<file path="config.mk">
export PLATFORM = sky130hd
export DESIGN_NAME = regbank_sequencer_flat
export DESIGN_NICKNAME = d
export VERILOG_FILES = /design/src/rtl/regbank_sequencer_if.sv /design/src/rtl/regbank_sequencer.sv /design/src/flat_wrapper.sv
export SDC_FILE = /design/constraint.sdc
export NUM_CORES = 1
export LEC_CHECK = 0
export CAP_MARGIN = 20
export CORE_MARGIN = 2
export CORE_UTILIZATION = 25
export CTS_CLUSTER_SIZE = 10
export DETAILED_ROUTE_END_ITERATION = 8
export SLEW_MARGIN = 15
export SYNTH_ARGS = -nofsm -noshare
export SYNTH_HDL_FRONTEND = slang
export SYNTH_SLANG_ARGS = --single-unit
</file>
<file path="constraint.sdc">
create_clock -name clk -period 1.98 [get_ports clk]
set_input_delay 0.396 -clock clk [delete_from_list [all_inputs] [get_ports clk]]
set_output_delay 0.396 -clock clk [all_outputs]
set_load 0.01 [all_outputs]
</file>
<file path="src/rtl/regbank_sequencer_if.sv">
// Requester command/response handshakes plus the RegisterBank control bus.
// slave = sequencer view; master = the requesters and the bank it drives.
interface regbank_sequencer_if #(
   parameter int DATA_W = 32,
   parameter int SEL_W  = 6,
   parameter int CNT_W  = 5
);
   logic              a_valid;
   logic              a_ready;
   logic [2:0]        a_op;
   logic [SEL_W-1:0]  a_sel;
   logic [DATA_W-1:0] a_data;
   logic [CNT_W-1:0]  a_cnt;
   logic              a_sin;

   logic              b_valid;
   logic              b_ready;
   logic [2:0]        b_op;
   logic [SEL_W-1:0]  b_sel;
   logic [DATA_W-1:0] b_data;
   logic [CNT_W-1:0]  b_cnt;
   logic              b_sin;

   logic              rsp_valid;
   logic              rsp_id;
   logic              rsp_err;
   logic [DATA_W-1:0] rsp_data;
   logic              rsp_sout;

   logic              bank_load;
   logic              bank_shift_left;
   logic              bank_shift_right;
   logic              bank_flush;
   logic              bank_oe;
   logic [SEL_W-1:0]  bank_sel;
   logic              bank_sin;
   logic [DATA_W-1:0] bank_din;
   logic [DATA_W-1:0] bank_dout;
   logic              bank_sout;

   modport slave (
      input  a_valid, a_op, a_sel, a_data, a_cnt, a_sin,
      output a_ready,
      input  b_valid, b_op, b_sel, b_data, b_cnt, b_sin,
      output b_ready,
      output rsp_valid, rsp_id, rsp_err, rsp_data, rsp_sout,
      output bank_load, bank_shift_left, bank_shift_right, bank_flush,
      output bank_oe, bank_sel, bank_sin, bank_din,
      input  bank_dout, bank_sout
   );

   modport master (
      output a_valid, a_op, a_sel, a_data, a_cnt, a_sin,
      input  a_ready,
      output b_valid, b_op, b_sel, b_data, b_cnt, b_sin,
      input  b_ready,
      input  rsp_valid, rsp_id, rsp_err, rsp_data, rsp_sout,
      input  bank_load, bank_shift_left, bank_shift_right, bank_flush,
      input  bank_oe, bank_sel, bank_sin, bank_din,
      output bank_dout, bank_sout
   );
endinterface

</file>
<file path="src/rtl/regbank_sequencer.sv">
// Two-requester round-robin command sequencer driving RegisterBank strobes.
// Accept T -> rsp at T+2 (LOAD/FLUSH/err/cnt=0), T+cnt+1 (shift), T+3 (READ); one command in flight, ready only in IDLE.
module regbank_sequencer #(
   parameter int DATA_W   = 32,
   parameter int SEL_W    = 6,
   parameter int NUM_REGS = 32,
   parameter int CNT_W    = 5
) (
   input  logic               clk,
   input  logic               reset,
   regbank_sequencer_if.slave bus
);
   localparam logic [1:0] ST_IDLE = 2'd0;
   localparam logic [1:0] ST_EXEC = 2'd1;
   localparam logic [1:0] ST_CAPT = 2'd2;
   localparam logic [1:0] ST_RESP = 2'd3;

   localparam logic [2:0] OP_LOAD  = 3'd0;
   localparam logic [2:0] OP_SHL   = 3'd1;
   localparam logic [2:0] OP_SHR   = 3'd2;
   localparam logic [2:0] OP_READ  = 3'd3;
   localparam logic [2:0] OP_FLUSH = 3'd4;

   localparam logic [SEL_W:0] SEL_LIMIT = NUM_REGS[SEL_W:0];

   logic [1:0]        state_q, state_d;
   logic              rr_q, rr_d;
   logic              id_q, id_d;
   logic [2:0]        op_q, op_d;
   logic [SEL_W-1:0]  sel_q, sel_d;
   logic [DATA_W-1:0] data_q, data_d;
   logic [CNT_W-1:0]  cnt_q, cnt_d;
   logic              sin_q, sin_d;
   logic              err_q, err_d;
   logic              sout_q, sout_d;
   logic [DATA_W-1:0] rdata_q, rdata_d;

   logic              grant_a, grant_b;
   logic [2:0]        req_op;
   logic [SEL_W-1:0]  req_sel;
   logic [DATA_W-1:0] req_data;
   logic [CNT_W-1:0]  req_cnt;
   logic              req_sin;
   logic              req_err;
   logic              exec_ok;
   logic              shift_on;

   logic              load_s, shl_s, shr_s, flush_s, oe_s, bsin_s;
   logic [SEL_W-1:0]  bsel_s;
   logic [DATA_W-1:0] bdin_s;
   logic              resp;

   // rr_q=0 favours A; the reset term keeps ready low while reset is held.
   always_comb begin
      grant_a = 1'b0;
      grant_b = 1'b0;
      if (state_q == ST_IDLE && reset) begin
         grant_a = bus.a_valid && (!bus.b_valid || !rr_q);
         grant_b = bus.b_valid && (!bus.a_valid ||  rr_q);
      end
   end

   assign req_op   = grant_b ? bus.b_op   : bus.a_op;
   assign req_sel  = grant_b ? bus.b_sel  : bus.a_sel;
   assign req_data = grant_b ? bus.b_data : bus.a_data;
   assign req_cnt  = grant_b ? bus.b_cnt  : bus.a_cnt;
   assign req_sin  = grant_b ? bus.b_sin  : bus.a_sin;

   // FLUSH touches every entry, so its select is don't-care and never an error.
   assign req_err = (req_op > OP_FLUSH) ||
                    ((req_op != OP_FLUSH) && ({1'b0, req_sel} >= SEL_LIMIT));

   assign exec_ok  = (state_q == ST_EXEC) && !err_q;
   assign shift_on = exec_ok && ((op_q == OP_SHL) || (op_q == OP_SHR)) && (cnt_q != '0);

   always_comb begin
      state_d = state_q;
      rr_d    = rr_q;
      id_d    = id_q;
      op_d    = op_q;
      sel_d   = sel_q;
      data_d  = data_q;
      cnt_d   = cnt_q;
      sin_d   = sin_q;
      err_d   = err_q;
      sout_d  = sout_q;
      rdata_d = rdata_q;
      case (state_q)
         ST_IDLE: begin
            if (grant_a || grant_b) begin
               id_d    = grant_b;
               rr_d    = grant_a;
               op_d    = req_op;
               sel_d   = req_sel;
               data_d  = req_data;
               cnt_d   = req_cnt;
               sin_d   = req_sin;
               err_d   = req_err;
               sout_d  = 1'b0;
               rdata_d = '0;
               state_d = ST_EXEC;
            end
         end
         ST_EXEC: begin
            if (exec_ok && op_q == OP_READ) begin
               state_d = ST_CAPT;
            end else if (shift_on) begin
               cnt_d = cnt_q - CNT_W'(1);
               if (cnt_q == CNT_W'(1)) begin
                  sout_d  = bus.bank_sout;
                  state_d = ST_RESP;
               end
            end else begin
               state_d = ST_RESP;
            end
         end
         ST_CAPT: begin
            rdata_d = bus.bank_dout;
            state_d = ST_RESP;
         end
         default: begin
            state_d = ST_IDLE;
         end
      endcase
   end

   always_ff @(posedge clk or negedge reset) begin
      if (!reset) begin
         state_q <= ST_IDLE;
         rr_q    <= 1'b0;
         id_q    <= 1'b0;
         op_q    <= '0;
         sel_q   <= '0;
         data_q  <= '0;
         cnt_q   <= '0;
         sin_q   <= 1'b0;
         err_q   <= 1'b0;
         sout_q  <= 1'b0;
         rdata_q <= '0;
      end else begin
         state_q <= state_d;
         rr_q    <= rr_d;
         id_q    <= id_d;
         op_q    <= op_d;
         sel_q   <= sel_d;
         data_q  <= data_d;
         cnt_q   <= cnt_d;
         sin_q   <= sin_d;
         err_q   <= err_d;
         sout_q  <= sout_d;
         rdata_q <= rdata_d;
      end
   end

   // Strobes decode straight from state so an async reset drops them at once.
   always_comb begin
      load_s  = 1'b0;
      shl_s   = 1'b0;
      shr_s   = 1'b0;
      flush_s = 1'b0;
      oe_s    = 1'b0;
      bsin_s  = 1'b0;
      bsel_s  = '0;
      bdin_s  = '0;
      if (exec_ok) begin
         case (op_q)
            OP_LOAD: begin
               load_s = 1'b1;
               bsel_s = sel_q;
               bdin_s = data_q;
            end
            OP_SHL, OP_SHR: begin
               if (shift_on) begin
                  shl_s  = (op_q == OP_SHL);
                  shr_s  = (op_q == OP_SHR);
                  bsel_s = sel_q;
                  bsin_s = sin_q;
               end
            end
            OP_READ: begin
               oe_s   = 1'b1;
               bsel_s = sel_q;
            end
            OP_FLUSH: begin
               flush_s = 1'b1;
            end
            default: begin
               load_s = 1'b0;
            end
         endcase
      end else if (state_q == ST_CAPT) begin
         oe_s   = 1'b1;
         bsel_s = sel_q;
      end
   end

   assign resp = (state_q == ST_RESP);

   assign bus.a_ready          = grant_a;
   assign bus.b_ready          = grant_b;
   assign bus.rsp_valid        = resp;
   assign bus.rsp_id           = resp && id_q;
   assign bus.rsp_err          = resp && err_q;
   assign bus.rsp_data         = resp ? rdata_q : '0;
   assign bus.rsp_sout         = resp && sout_q;
   assign bus.bank_load        = load_s;
   assign bus.bank_shift_left  = shl_s;
   assign bus.bank_shift_right = shr_s;
   assign bus.bank_flush       = flush_s;
   assign bus.bank_oe          = oe_s;
   assign bus.bank_sel         = bsel_s;
   assign bus.bank_sin         = bsin_s;
   assign bus.bank_din         = bdin_s;

   a_one_strobe: assert property (@(posedge clk) disable iff (!reset)
      $onehot0({load_s, shl_s, shr_s, flush_s}));
   a_one_ready: assert property (@(posedge clk) disable iff (!reset)
      !(grant_a && grant_b));
endmodule

</file>
<file path="src/flat_wrapper.sv">
// flat-port wrapper written by rule: the top's interface ports become plain ports
module regbank_sequencer_flat 
#(
   parameter int DATA_W   = 32,
   parameter int SEL_W    = 6,
   parameter int NUM_REGS = 32,
   parameter int CNT_W    = 5
)
  (clk, reset, bus_a_valid, bus_a_op, bus_a_sel, bus_a_data, bus_a_cnt, bus_a_sin, bus_a_ready, bus_b_valid, bus_b_op, bus_b_sel, bus_b_data, bus_b_cnt, bus_b_sin, bus_b_ready, bus_rsp_valid, bus_rsp_id, bus_rsp_err, bus_rsp_data, bus_rsp_sout, bus_bank_load, bus_bank_shift_left, bus_bank_shift_right, bus_bank_flush, bus_bank_oe, bus_bank_sel, bus_bank_sin, bus_bank_din, bus_bank_dout, bus_bank_sout);
  regbank_sequencer_if #(.DATA_W(DATA_W), .SEL_W(SEL_W), .CNT_W(CNT_W)) bus_i ();
  input  logic clk;
  input  logic reset;
  input wire logic [$bits(bus_i.a_valid)-1:0] bus_a_valid;
  input wire logic [$bits(bus_i.a_op)-1:0] bus_a_op;
  input wire logic [$bits(bus_i.a_sel)-1:0] bus_a_sel;
  input wire logic [$bits(bus_i.a_data)-1:0] bus_a_data;
  input wire logic [$bits(bus_i.a_cnt)-1:0] bus_a_cnt;
  input wire logic [$bits(bus_i.a_sin)-1:0] bus_a_sin;
  output wire logic [$bits(bus_i.a_ready)-1:0] bus_a_ready;
  input wire logic [$bits(bus_i.b_valid)-1:0] bus_b_valid;
  input wire logic [$bits(bus_i.b_op)-1:0] bus_b_op;
  input wire logic [$bits(bus_i.b_sel)-1:0] bus_b_sel;
  input wire logic [$bits(bus_i.b_data)-1:0] bus_b_data;
  input wire logic [$bits(bus_i.b_cnt)-1:0] bus_b_cnt;
  input wire logic [$bits(bus_i.b_sin)-1:0] bus_b_sin;
  output wire logic [$bits(bus_i.b_ready)-1:0] bus_b_ready;
  output wire logic [$bits(bus_i.rsp_valid)-1:0] bus_rsp_valid;
  output wire logic [$bits(bus_i.rsp_id)-1:0] bus_rsp_id;
  output wire logic [$bits(bus_i.rsp_err)-1:0] bus_rsp_err;
  output wire logic [$bits(bus_i.rsp_data)-1:0] bus_rsp_data;
  output wire logic [$bits(bus_i.rsp_sout)-1:0] bus_rsp_sout;
  output wire logic [$bits(bus_i.bank_load)-1:0] bus_bank_load;
  output wire logic [$bits(bus_i.bank_shift_left)-1:0] bus_bank_shift_left;
  output wire logic [$bits(bus_i.bank_shift_right)-1:0] bus_bank_shift_right;
  output wire logic [$bits(bus_i.bank_flush)-1:0] bus_bank_flush;
  output wire logic [$bits(bus_i.bank_oe)-1:0] bus_bank_oe;
  output wire logic [$bits(bus_i.bank_sel)-1:0] bus_bank_sel;
  output wire logic [$bits(bus_i.bank_sin)-1:0] bus_bank_sin;
  output wire logic [$bits(bus_i.bank_din)-1:0] bus_bank_din;
  input wire logic [$bits(bus_i.bank_dout)-1:0] bus_bank_dout;
  input wire logic [$bits(bus_i.bank_sout)-1:0] bus_bank_sout;
  assign bus_i.a_valid = bus_a_valid;
  assign bus_i.a_op = bus_a_op;
  assign bus_i.a_sel = bus_a_sel;
  assign bus_i.a_data = bus_a_data;
  assign bus_i.a_cnt = bus_a_cnt;
  assign bus_i.a_sin = bus_a_sin;
  assign bus_a_ready = bus_i.a_ready;
  assign bus_i.b_valid = bus_b_valid;
  assign bus_i.b_op = bus_b_op;
  assign bus_i.b_sel = bus_b_sel;
  assign bus_i.b_data = bus_b_data;
  assign bus_i.b_cnt = bus_b_cnt;
  assign bus_i.b_sin = bus_b_sin;
  assign bus_b_ready = bus_i.b_ready;
  assign bus_rsp_valid = bus_i.rsp_valid;
  assign bus_rsp_id = bus_i.rsp_id;
  assign bus_rsp_err = bus_i.rsp_err;
  assign bus_rsp_data = bus_i.rsp_data;
  assign bus_rsp_sout = bus_i.rsp_sout;
  assign bus_bank_load = bus_i.bank_load;
  assign bus_bank_shift_left = bus_i.bank_shift_left;
  assign bus_bank_shift_right = bus_i.bank_shift_right;
  assign bus_bank_flush = bus_i.bank_flush;
  assign bus_bank_oe = bus_i.bank_oe;
  assign bus_bank_sel = bus_i.bank_sel;
  assign bus_bank_sin = bus_i.bank_sin;
  assign bus_bank_din = bus_i.bank_din;
  assign bus_i.bank_dout = bus_bank_dout;
  assign bus_i.bank_sout = bus_bank_sout;
  regbank_sequencer #(.DATA_W(DATA_W), .SEL_W(SEL_W), .NUM_REGS(NUM_REGS), .CNT_W(CNT_W)) u_core (.clk(clk), .reset(reset), .bus(bus_i));
endmodule
</file>
==> results of run 1 <==
[report_power, final]
| part | leakage [nW] | internal, mW | total (mW) | switching (mW) |
|---|---|---|---|---|
| Combinational | 2.83 | 3.50 | 6.34 | 2.84 |
| Clock | 0.152 | 1.13 | 1.80 | 0.670 |
| Sequential | 1.06 | 2.55 | 3.08 | 0.535 |
| Total | 4.04 | 7.18 | 11.2 | 4.05 |
[through the flow]
step           TNS (ns)  util [%]  worst slack, ns  cells  power (mW)
4_1_cts          -13.55      44.6           -0.313    957        10.7
2_1_floorplan   -0.0331         -          -0.0229    458        5.48
3_3_place_gp     -23.47      40.9           -0.406    916        7.77
6_report         -11.40      47.7           -0.272    961        11.2
5_1_grt          -16.72      47.7           -0.336    961        11.9
3_5_place_dp     -26.45      40.9           -0.451    916        7.90
[sequential cells by signal (all words and copies together) (netlist names)]
name,cells
u_core.rr_q,1
u_core.sout_q,1
u_core.sin_q,1
u_core.id_q,1
u_core.sel_q,6
u_core.data_q,32
u_core.err_q,1
u_core.cnt_q,5
u_core.state_q,2
u_core.op_q,3
u_core.rdata_q,32
[worst max-delay path, delay by kind of cell, from the launching register on]
| kind | cells | cell delay (ns) |
|---|---|---|
| buffers and inverters | 3 | 0.46 |
| DFF | 1 | 0.40 |
| and+or+nand+nor | 3 | 0.67 |
[worst paths after layout]
| kind | startpoint | cells past startpoint | to |
|---|---|---|---|
| worst max-delay path | u_core.cnt_q[4]$_DFFE_PN0P_ | 6 | bus_bank_sin |
| worst min-delay path | u_core.data_q[28]$_DFFE_PN0P_ | 2 | u_core.data_q[28]$_DFFE_PN0P_ |
| worst max register to register | u_core.cnt_q[4]$_DFFE_PN0P_ | 7 | u_core.state_q[0]$_DFFE_PN0P_ |
| worst min register to register | u_core.data_q[28]$_DFFE_PN0P_ | 2 | u_core.data_q[28]$_DFFE_PN0P_ |
| max in group asynchronous | reset | 3 | u_core.data_q[16]$_DFFE_PN0P_ |
| min in group asynchronous | reset | 3 | u_core.rr_q$_DFFE_PN0P_ |
[cell families after synthesis]
group	count (synthesis)	share of synthesized area, %
multiplexers	46	10.1
AO/OA/AOI/OAI	113	17.4
adder cells (fa/ha/maj)	8	2.19
XOR/XNOR	1	0.191
flip-flops	85	46.4
buffers and inverters	46	4.54
AND/OR/NAND/NOR	159	19.2
[cell usage after synthesis, types with 3 or more instances]
cell type   n
a31oi_1     6
clkbuf_1   13
a21oi_1     8
o21ai_1    43
nor3_1      3
ha_1        8
and3_1     33
a22o_1     32
nand2_1    49
nor2_1      8
nand3_1     6
inv_1       9
buf_1       3
dfrtp_1    85
buf_2      16
nand2b_1    4
and2_1     45
buf_4       4
o21ai_0     6
mux2i_1    44
[layer usage]
metal	track usage [%]	vias to the layer above	routed length, µm	part of all wire [%]
met3	4.23	28	1200	7.2
met5	0	-	0	0
li1	-	2159	-	-
met4	6.01	0	354	2.1
met2	27.9	221	8260	49
met1	20.7	2185	6940	41
[layout by cell type (no fill, tap or decap), types with 3 or more instances in the layout]
cell type	netlist	layout
nand3_1	6	3
o21ai_1	43	42
a22o_1	32	32
a21oi_1	8	7
nand2_1	49	48
dfrtp_1	85	85
a31oi_1	6	6
buf_4	4	53
nor2_1	8	7
inv_1	9	5
o21ai_0	6	6
nand2b_1	4	3
buf_12	0	11
ha_4	0	5
ha_1	8	3
and3_4	0	32
buf_6	0	87
mux2i_1	44	42
and2_4	0	39
clkdlybuf4s50_1	0	129
inv_2	1	3
clkbuf_16	0	12
and2_1	45	6
buf_2	16	7
[cell type report]
class	count	area (µm²)
repair buffers	295	3090
fillers	1592	9390
clock inverters	4	72.6
well taps	229	287
inverters	10	42.5
flip-flops and latches	85	2130
multi-input cells	327	2710
clock buffers	11	243
[timing repair]
item,CTS,global route
setup buffers,21,13
pin swaps,13,12
hold buffers,1,0
setup endpoints to repair,93,159
gates resized for setup,421,127
gates cloned,5,3
hold endpoints to repair,1,0
==> results_dict.tcl, run 1 <==
set metrics [dict create \
    status "complete, but fails checks" \
    violations "setup timing" \
    yosysUniqueCellTypes 47 \
    row_count 49 \
    hp-class "flip-flop to flip-flop" \
    via_per_inst 4.78 \
    synth_top_cell_area_share_pct 46.4 \
    ant_nets 0 \
    initial_core_util_pct 25.5 \
    die_x_um 139 \
    nets 867 \
    critPathKind "flip-flop to primary output" \
    ys.flop_type "dfrtp_1" \
    first_global_vias 4833 \
    grt_antenna_before_repair 0 \
    syn_area_um2 4580 \
    hold_viol 0 \
    via_count 4593 \
    die_area_um2 19400 \
    synth.area.top_cells "dfrtp_1 46%, mux2i_1 9.6%, and2_1 6.1%" \
    skew_ns 0.00400 \
    start_kind "flip-flop" \
    irDropWorstVdd_mv 0.666 \
    clockRootBuffer "clkbuf_16" \
    worstMarginPinSlew_ns 0.946 \
    grt_pass1_wl_mm 25.6 \
    cts_inserted_buffers 9 \
    grt_max_degree 73 \
    fin_area_um2 8580 \
    ys_seq_area_share_pct 46.4 \
    synth.avg_cell_area_um2 10.0 \
    cts_htree_levels 3 \
    grt-ovfl-total 0 \
    drt_first_pass_iters 5 \
    worst_slack_ns -0.272 \
    synth_nets 597 \
    yosys_register_bits 85 \
    slowest_delay_ns 0.56 \
    die_h_um 139 \
    clock_path_buffers 2 \
    synth_edf_count 0 \
    syn2layout_area_growth_pct 87.3 \
    required_ns 1.58 \
    synth_cells 458 \
    path_cells "buf_4, or4b_4, buf_4, nand3_4, nor2_1, buf_2" \
    cts_tree "yes" \
    yosys.area.top_type "dfrtp_1" \
    dpl_cell_area_um2 7340 \
    portBuffers 212 \
    critPathMaxFanout 4 \
    place_congestion 0.822 \
    worstSetupEndpointType "primary output" \
    rrSetupSlack_ns 0.01 \
    path_clk_slew_ns 0.06 \
    core_area_um2 18000 \
    drive_gt1_share_pct 39.3 \
    clock-sinks 85 \
    wl_per_cell_um 17.4 \
    hpwl_mm 11.2 \
    clk_latency_ns 0.34 \
    rsz0062_at_grt "true" \
    route.detailed.drc 0 \
    cap_viol_max_count 0 \
    timing.hold.ws_ns 0.489 \
    diodes 0 \
    async_flop_share_pct 100 \
    period_share_pct 114 \
    max_slew_margin_pct 36.9 \
    yosys_warnings 0 \
    path_common_cell "buf_4" \
    setup_viol 78 \
    power_density_nw_per_um2 1310 \
    fin_crit_ns 2.25 \
    final_max_slew_viol_count 0 \
    drt-total-wl_mm 16.8 \
    drt_iter0_markers 166 \
    fmax_mhz 444 \
    cellLeakagePower_nw 4.04 \
    slowest_stage "or4b_4" \
    arrival_ns 1.86 \
    ios 213 \
    grt_use_total_pct 16.6 \
]
Power figures use the tool's default switching activity.
==> run 2, diff against run 1 <==
--- a/config.mk
+++ b/config.mk
@@ -8,6 +8,7 @@
 export CAP_MARGIN = 20
 export CORE_MARGIN = 2
 export CORE_UTILIZATION = 25
+export CTS_BUF_LIST = sky130_fd_sc_hd__clkbuf_8
 export CTS_CLUSTER_SIZE = 10
 export DETAILED_ROUTE_END_ITERATION = 8
 export SLEW_MARGIN = 15
==> results_dict.tcl, run 2 (synthesized netlist as in run 1, its figures left out) <==
set metrics [dict create \
    period_share_pct 115 \
    layout_commonest_cell "clkdlybuf4s50_1" \
    place_congestion 0.822 \
    drive_gt1_share_pct 50.3 \
    final_cell_mix "129 x clkdlybuf4s50_1, 85 x dfrtp_1, 82 x buf_6" \
    die_h_um 139 \
    ios 213 \
    diodes 0 \
    first_global_vias 4868 \
    final_max_slew_viol_count 0 \
    initial_core_util_pct 25.5 \
    start_kind "flip-flop" \
    layout.cells.non_filler 994 \
    clk_latency_ns 0.36 \
    row_count 49 \
    reg2reg_depth 12 \
    cp_num_cells 7 \
    cellLeakagePower_nw 4.32 \
    cts_htree_levels 3 \
    p_total_mw 12.0 \
    setup_viol 148 \
    cap_viol_max_count 0 \
    hold_end "u_core.data_q[4]$_DFFE_PN0P_" \
    min_from "u_core.data_q[4]$_DFFE_PN0P_" \
    wl_per_cell_um 19.1 \
    dp_slack_ns -0.451 \
    core_area_um2 18000 \
    critPathKind "flip-flop to primary output" \
    worstSetupStartpoint "u_core.state_q[1]$_DFFE_PN0P_" \
    ant_nets 0 \
    power_density_nw_per_um2 1290 \
    route.detailed.drc 0 \
    fmax_mhz 439 \
    nets 900 \
    drt-total-wl_mm 19.0 \
    path_buf_inv 4 \
    r2r_start "u_core.state_q[1]$_DFFE_PN0P_" \
    rsz0062_at_grt "true" \
    cts_tree "yes" \
    worstSetupEndpointType "primary output" \
    arrival_ns 1.88 \
    max_slew_margin_pct 35.5 \
    via_count 4825 \
    skew_ns 0.00853 \
    irDropWorstVdd_mv 0.701 \
    status "complete, but fails checks" \
    required_ns 1.58 \
    slowest_delay_ns 0.40 \
    dp_cells 916 \
    timing.rr.end "u_core.sout_q$_DFFE_PN0P_" \
    clock_path_buffers 2 \
    cp_top_family "buffers and inverters" \
    clockRootBuffer "clkbuf_8" \
    cts_inserted_buffers 9 \
    portBuffers 212 \
    hold_depth 2 \
    clock-sinks 85 \
    grt_use_total_pct 16.9 \
    syn2layout_area_growth_pct 102 \
    worstMarginPinSlew_ns 0.968 \
    die_area_um2 19400 \
    critPathMaxFanout 15 \
    via_per_inst 4.85 \
    grt-ovfl-total 0 \
    hold_viol 0 \
    slowest_stage "dfrtp_1" \
    grt_max_degree 73 \
    rrSetupSlack_ns -0.06 \
    fin_crit_ns 2.28 \
    grt_antenna_before_repair 0 \
    grt_pass1_wl_mm 26.0 \
    hpwl_mm 11.2 \
    finalSetupTns_ns -17.87 \
    path_cells "inv_2, ha_4, nor3b_4, buf_6, buf_12, and3_1, clkdlybuf4s15_2" \
    utilization_pct 51.6 \
    drt_first_pass_iters 5 \
    hp-class "flip-flop to flip-flop" \
    drt_iter0_markers 159 \
    worst_slack_ns -0.296 \
    die_x_um 139 \
    reg_top3 "u_core.data_q x32, u_core.rdata_q x32, u_core.sel_q x6" \
    path_clk_slew_ns 0.09 \
    violations "setup timing" \
]
run 2: cell count changes in the layout (fill, tap and decap cells not counted), sizes merged:
cell and delta:
buf +22, clkbuf +9, clkdlybuf4s15 +1, inv +1
run 2: worst reg2reg max path: stages (launching register included):
cell and delay [ns]:
dfrtp_1 0.40, inv_2 0.08, buf_4 0.11, buf_4 0.10
buf_6 0.09, ha_4 0.14, buf_6 0.11, buf_6 0.10
o211ai_4 0.11, a32oi_4 0.29, buf_6 0.20, buf_4 0.12
o221ai_2 0.08
run 2: power by group:
part	switching, mW	total (mW)	internal, mW
sequential	0.602	3.14	2.54
combinational	3.25	7.45	4.20
clock	0.643	1.38	0.732
run 2: through the flow:
| stage | instance area, µm² | hold WS (ns) |
|---|---|---|
| after global routing | 9270 | 0.511 |
| after CTS | 8000 | 0.489 |
| after detailed placement | 7340 | 0.357 |
| after global placement | 7340 | 0.348 |
| after floorplan | 4580 | 0.100 |
| final | 9270 | 0.482 |
run 2: metal layers:
layer  up-vias  part of all wire [%]  global-route usage [%]
met5         -                     0                       0
li1       2239                     -                       -
met3        24                   6.4                    4.51
met1      2345                    41                    20.7
met4         0                   1.8                    6.65
met2       217                    51                    28.5
run 2: cell type report:
type	count	area, µm²
sequential	85	2130
timing repair buffer	328	3590
tap	229	287
clock buffer	10	138
inverter	10	40.0
clock inverter	5	76.3
multi-input combinational	327	3010
fill	1493	8690
run 2: how the worst max path moves through the flow:
| stage | slack, ns | endpoint |
|---|---|---|
| after floorplan | -0.02 | bus_bank_shift_right |
| after global placement | -0.41 | bus_bank_sel[1] |
| after detailed placement | -0.45 | bus_bank_sel[3] |
| after CTS | -0.36 | bus_bank_din[26] |
| after global routing | -0.40 | bus_bank_din[9] |
| final | -0.30 | bus_bank_din[9] |
run 2: what timing repair did:
| item | 4_1_cts | 5_1_grt |
|---|---|---|
| cloned | 7 | 18 |
| endpoints found under the hold margin | 13 | 0 |
| endpoints found under the setup margin | 95 | 162 |
| buffers inserted | 22 | 23 |
| gates resized for setup | 433 | 193 |
| hold buffers | 1 | 0 |
| pin swaps | 12 | 23 |
==> run 3, diff against run 2 <==
--- a/config.mk
+++ b/config.mk
@@ -11,6 +11,7 @@
 export CTS_BUF_LIST = sky130_fd_sc_hd__clkbuf_8
 export CTS_CLUSTER_SIZE = 10
 export DETAILED_ROUTE_END_ITERATION = 8
+export SKIP_LAST_GASP = 1
 export SLEW_MARGIN = 15
 export SYNTH_ARGS = -nofsm -noshare
 export SYNTH_HDL_FRONTEND = slang
==> results_dict.tcl, run 3 (synthesized netlist as in run 1, its figures left out) <==
set metrics [dict create \
    layout_commonest_cell "clkdlybuf4s50_1" \
    grt_max_degree 73 \
    path_buf_inv 4 \
    skew_ns 0.00897 \
    drt_iter0_markers 179 \
    die_x_um 139 \
    worst_slack_ns -0.281 \
    worstSetupStartpoint "u_core.state_q[1]$_DFFE_PN0P_" \
    required_ns 1.58 \
    cts_inserted_buffers 9 \
    cts_tree "yes" \
    period_share_pct 114 \
    cts_htree_levels 3 \
    fmax_mhz 442 \
    rsz0062_at_grt "true" \
    clockRootBuffer "clkbuf_8" \
    worstSetupEndpointType "primary output" \
    fin_crit_ns 2.26 \
    path_clk_slew_ns 0.09 \
    hp-class "flip-flop to flip-flop" \
    setup_viol 153 \
    ios 213 \
    drt_first_pass_iters 6 \
    first_global_vias 4929 \
    grt_use_total_pct 17.0 \
    row_count 49 \
    grt-ovfl-total 0 \
    status "complete, but fails checks" \
    grt_antenna_before_repair 0 \
    slowest_stage "dfrtp_1" \
    violations "setup timing" \
    hold_viol 0 \
    reg_top3 "u_core.data_q x32, u_core.rdata_q x32, u_core.sel_q x6" \
    slowest_delay_ns 0.41 \
    clk_latency_ns 0.36 \
    diodes 0 \
    die_area_um2 19400 \
    final_cell_mix "129 x clkdlybuf4s50_1, 90 x buf_6, 85 x dfrtp_1" \
    core_area_um2 18000 \
    start_kind "flip-flop" \
    timing.hold.ws_ns 0.482 \
    r2r_start "u_core.state_q[1]$_DFFE_PN0P_" \
    path_cells "inv_2, ha_4, nor3b_4, buf_6, clkbuf_16, and3_4, buf_6" \
    arrival_ns 1.87 \
    power_density_nw_per_um2 1290 \
    critPathKind "flip-flop to primary output" \
    nFillCells 1496 \
    cp_top_family "buffers and inverters" \
    initial_core_util_pct 25.5 \
    p_total_mw 12.0 \
    critPathMaxFanout 7 \
    drive_gt1_share_pct 49.9 \
    via_count 4807 \
    wl_per_cell_um 19.3 \
    worstMarginPinSlew_ns 0.957 \
    portBuffers 212 \
    max_slew_margin_pct 36.2 \
    cap_viol_max_count 0 \
    final_max_slew_viol_count 0 \
    die_h_um 139 \
    route.detailed.drc 0 \
    cellLeakagePower_nw 4.34 \
    place_congestion 0.822 \
    clock-sinks 85 \
    irDropWorstVdd_mv 0.693 \
    clock_path_buffers 2 \
    nets 900 \
    path_common_cell "buf_6" \
    syn2layout_area_growth_pct 103 \
    min_from "u_core.data_q[4]$_DFFE_PN0P_" \
    via_per_inst 4.84 \
    hpwl_mm 11.2 \
    grt_pass1_wl_mm 26.2 \
    ant_nets 0 \
    drt-total-wl_mm 19.2 \
]
==> run 3: stage by stage <==
stage | instances | utilization [%] | setup slack, ns | TNS, ns | instance area [µm²]
finish | 994 | 51.9 | -0.281 | -18.72 | 9320
global placement | 916 | 40.9 | -0.406 | -23.47 | 7340
detailed placement | 916 | 40.9 | -0.451 | -26.45 | 7340
floorplan | 458 | - | -0.0229 | -0.0331 | 4580
global route | 994 | 51.9 | -0.384 | -30.85 | 9320
CTS | 961 | 44.9 | -0.356 | -20.03 | 8060
==> run 3: cell type report <==
type                            instances  area (µm²)  share of cell area (%)
Clock buffer                           10         138                    1.48
Clock inverter                          5        76.3                   0.819
Timing Repair Buffer                  328        3640                    39.1
Multi-Input combinational cell        327        3010                    32.3
Inverter                               10        40.0                   0.430
Tap cell                              229         287                    3.08
Sequential cell                        85        2130                    22.8
==> run 3: worst reg2reg max path: stages (launching register included) <==
cell and delay [ns]:
dfrtp_1 0.38, inv_2 0.06, buf_4 0.13, buf_4 0.13, buf_6 0.11, ha_4 0.16
buf_6 0.12, buf_6 0.12, o211ai_4 0.13, buf_12 0.17, buf_12 0.10, clkbuf_16 0.13
clkbuf_16 0.15, nand2_2 0.05, o21ai_1 0.07
==> run 3: timing repair <==
action                                  in CTS  in global routing
pin swaps                                   12                 27
hold buffers                                 1                  0
endpoints found under the setup margin      95                162
setup buffers                               22                 20
gates cloned                                 7                 19
gates resized for setup                    390                243
hold endpoints to repair                    13                  0
==> run 3: worst paths after layout <==
path / slack [ns] / depth (start not counted) / end
worst max-delay path: -0.28 / 7 / bus_bank_din[9]
worst min-delay path: 0.48 / 2 / u_core.data_q[4]$_DFFE_PN0P_
worst max register to register: -0.09 / 14 / u_core.data_q[13]$_DFFE_PN0P_
worst min register to register: 0.48 / 2 / u_core.data_q[4]$_DFFE_PN0P_
max in group asynchronous: 0.45 / 3 / u_core.data_q[10]$_DFFE_PN0P_
min in group asynchronous: 0.57 / 3 / u_core.rr_q$_DFFE_PN0P_
==> run 3: where the power goes <==
part / leakage (nW) / internal, mW / switching [mW]
Clock: 0.110 / 0.732 / 0.632
Sequential: 1.06 / 2.54 / 0.600
Combinational: 3.17 / 4.21 / 3.28
==> run 3: per-layer routing <==
metal | routed length [µm] | vias up | GRT usage [%]
li1 | - | 2240 | -
met1 | 7600 | 2321 | 20.6
met5 | 0 | - | 0
met4 | 525 | 0 | 7.07
met3 | 1200 | 29 | 4.71
met2 | 9860 | 217 | 28.7
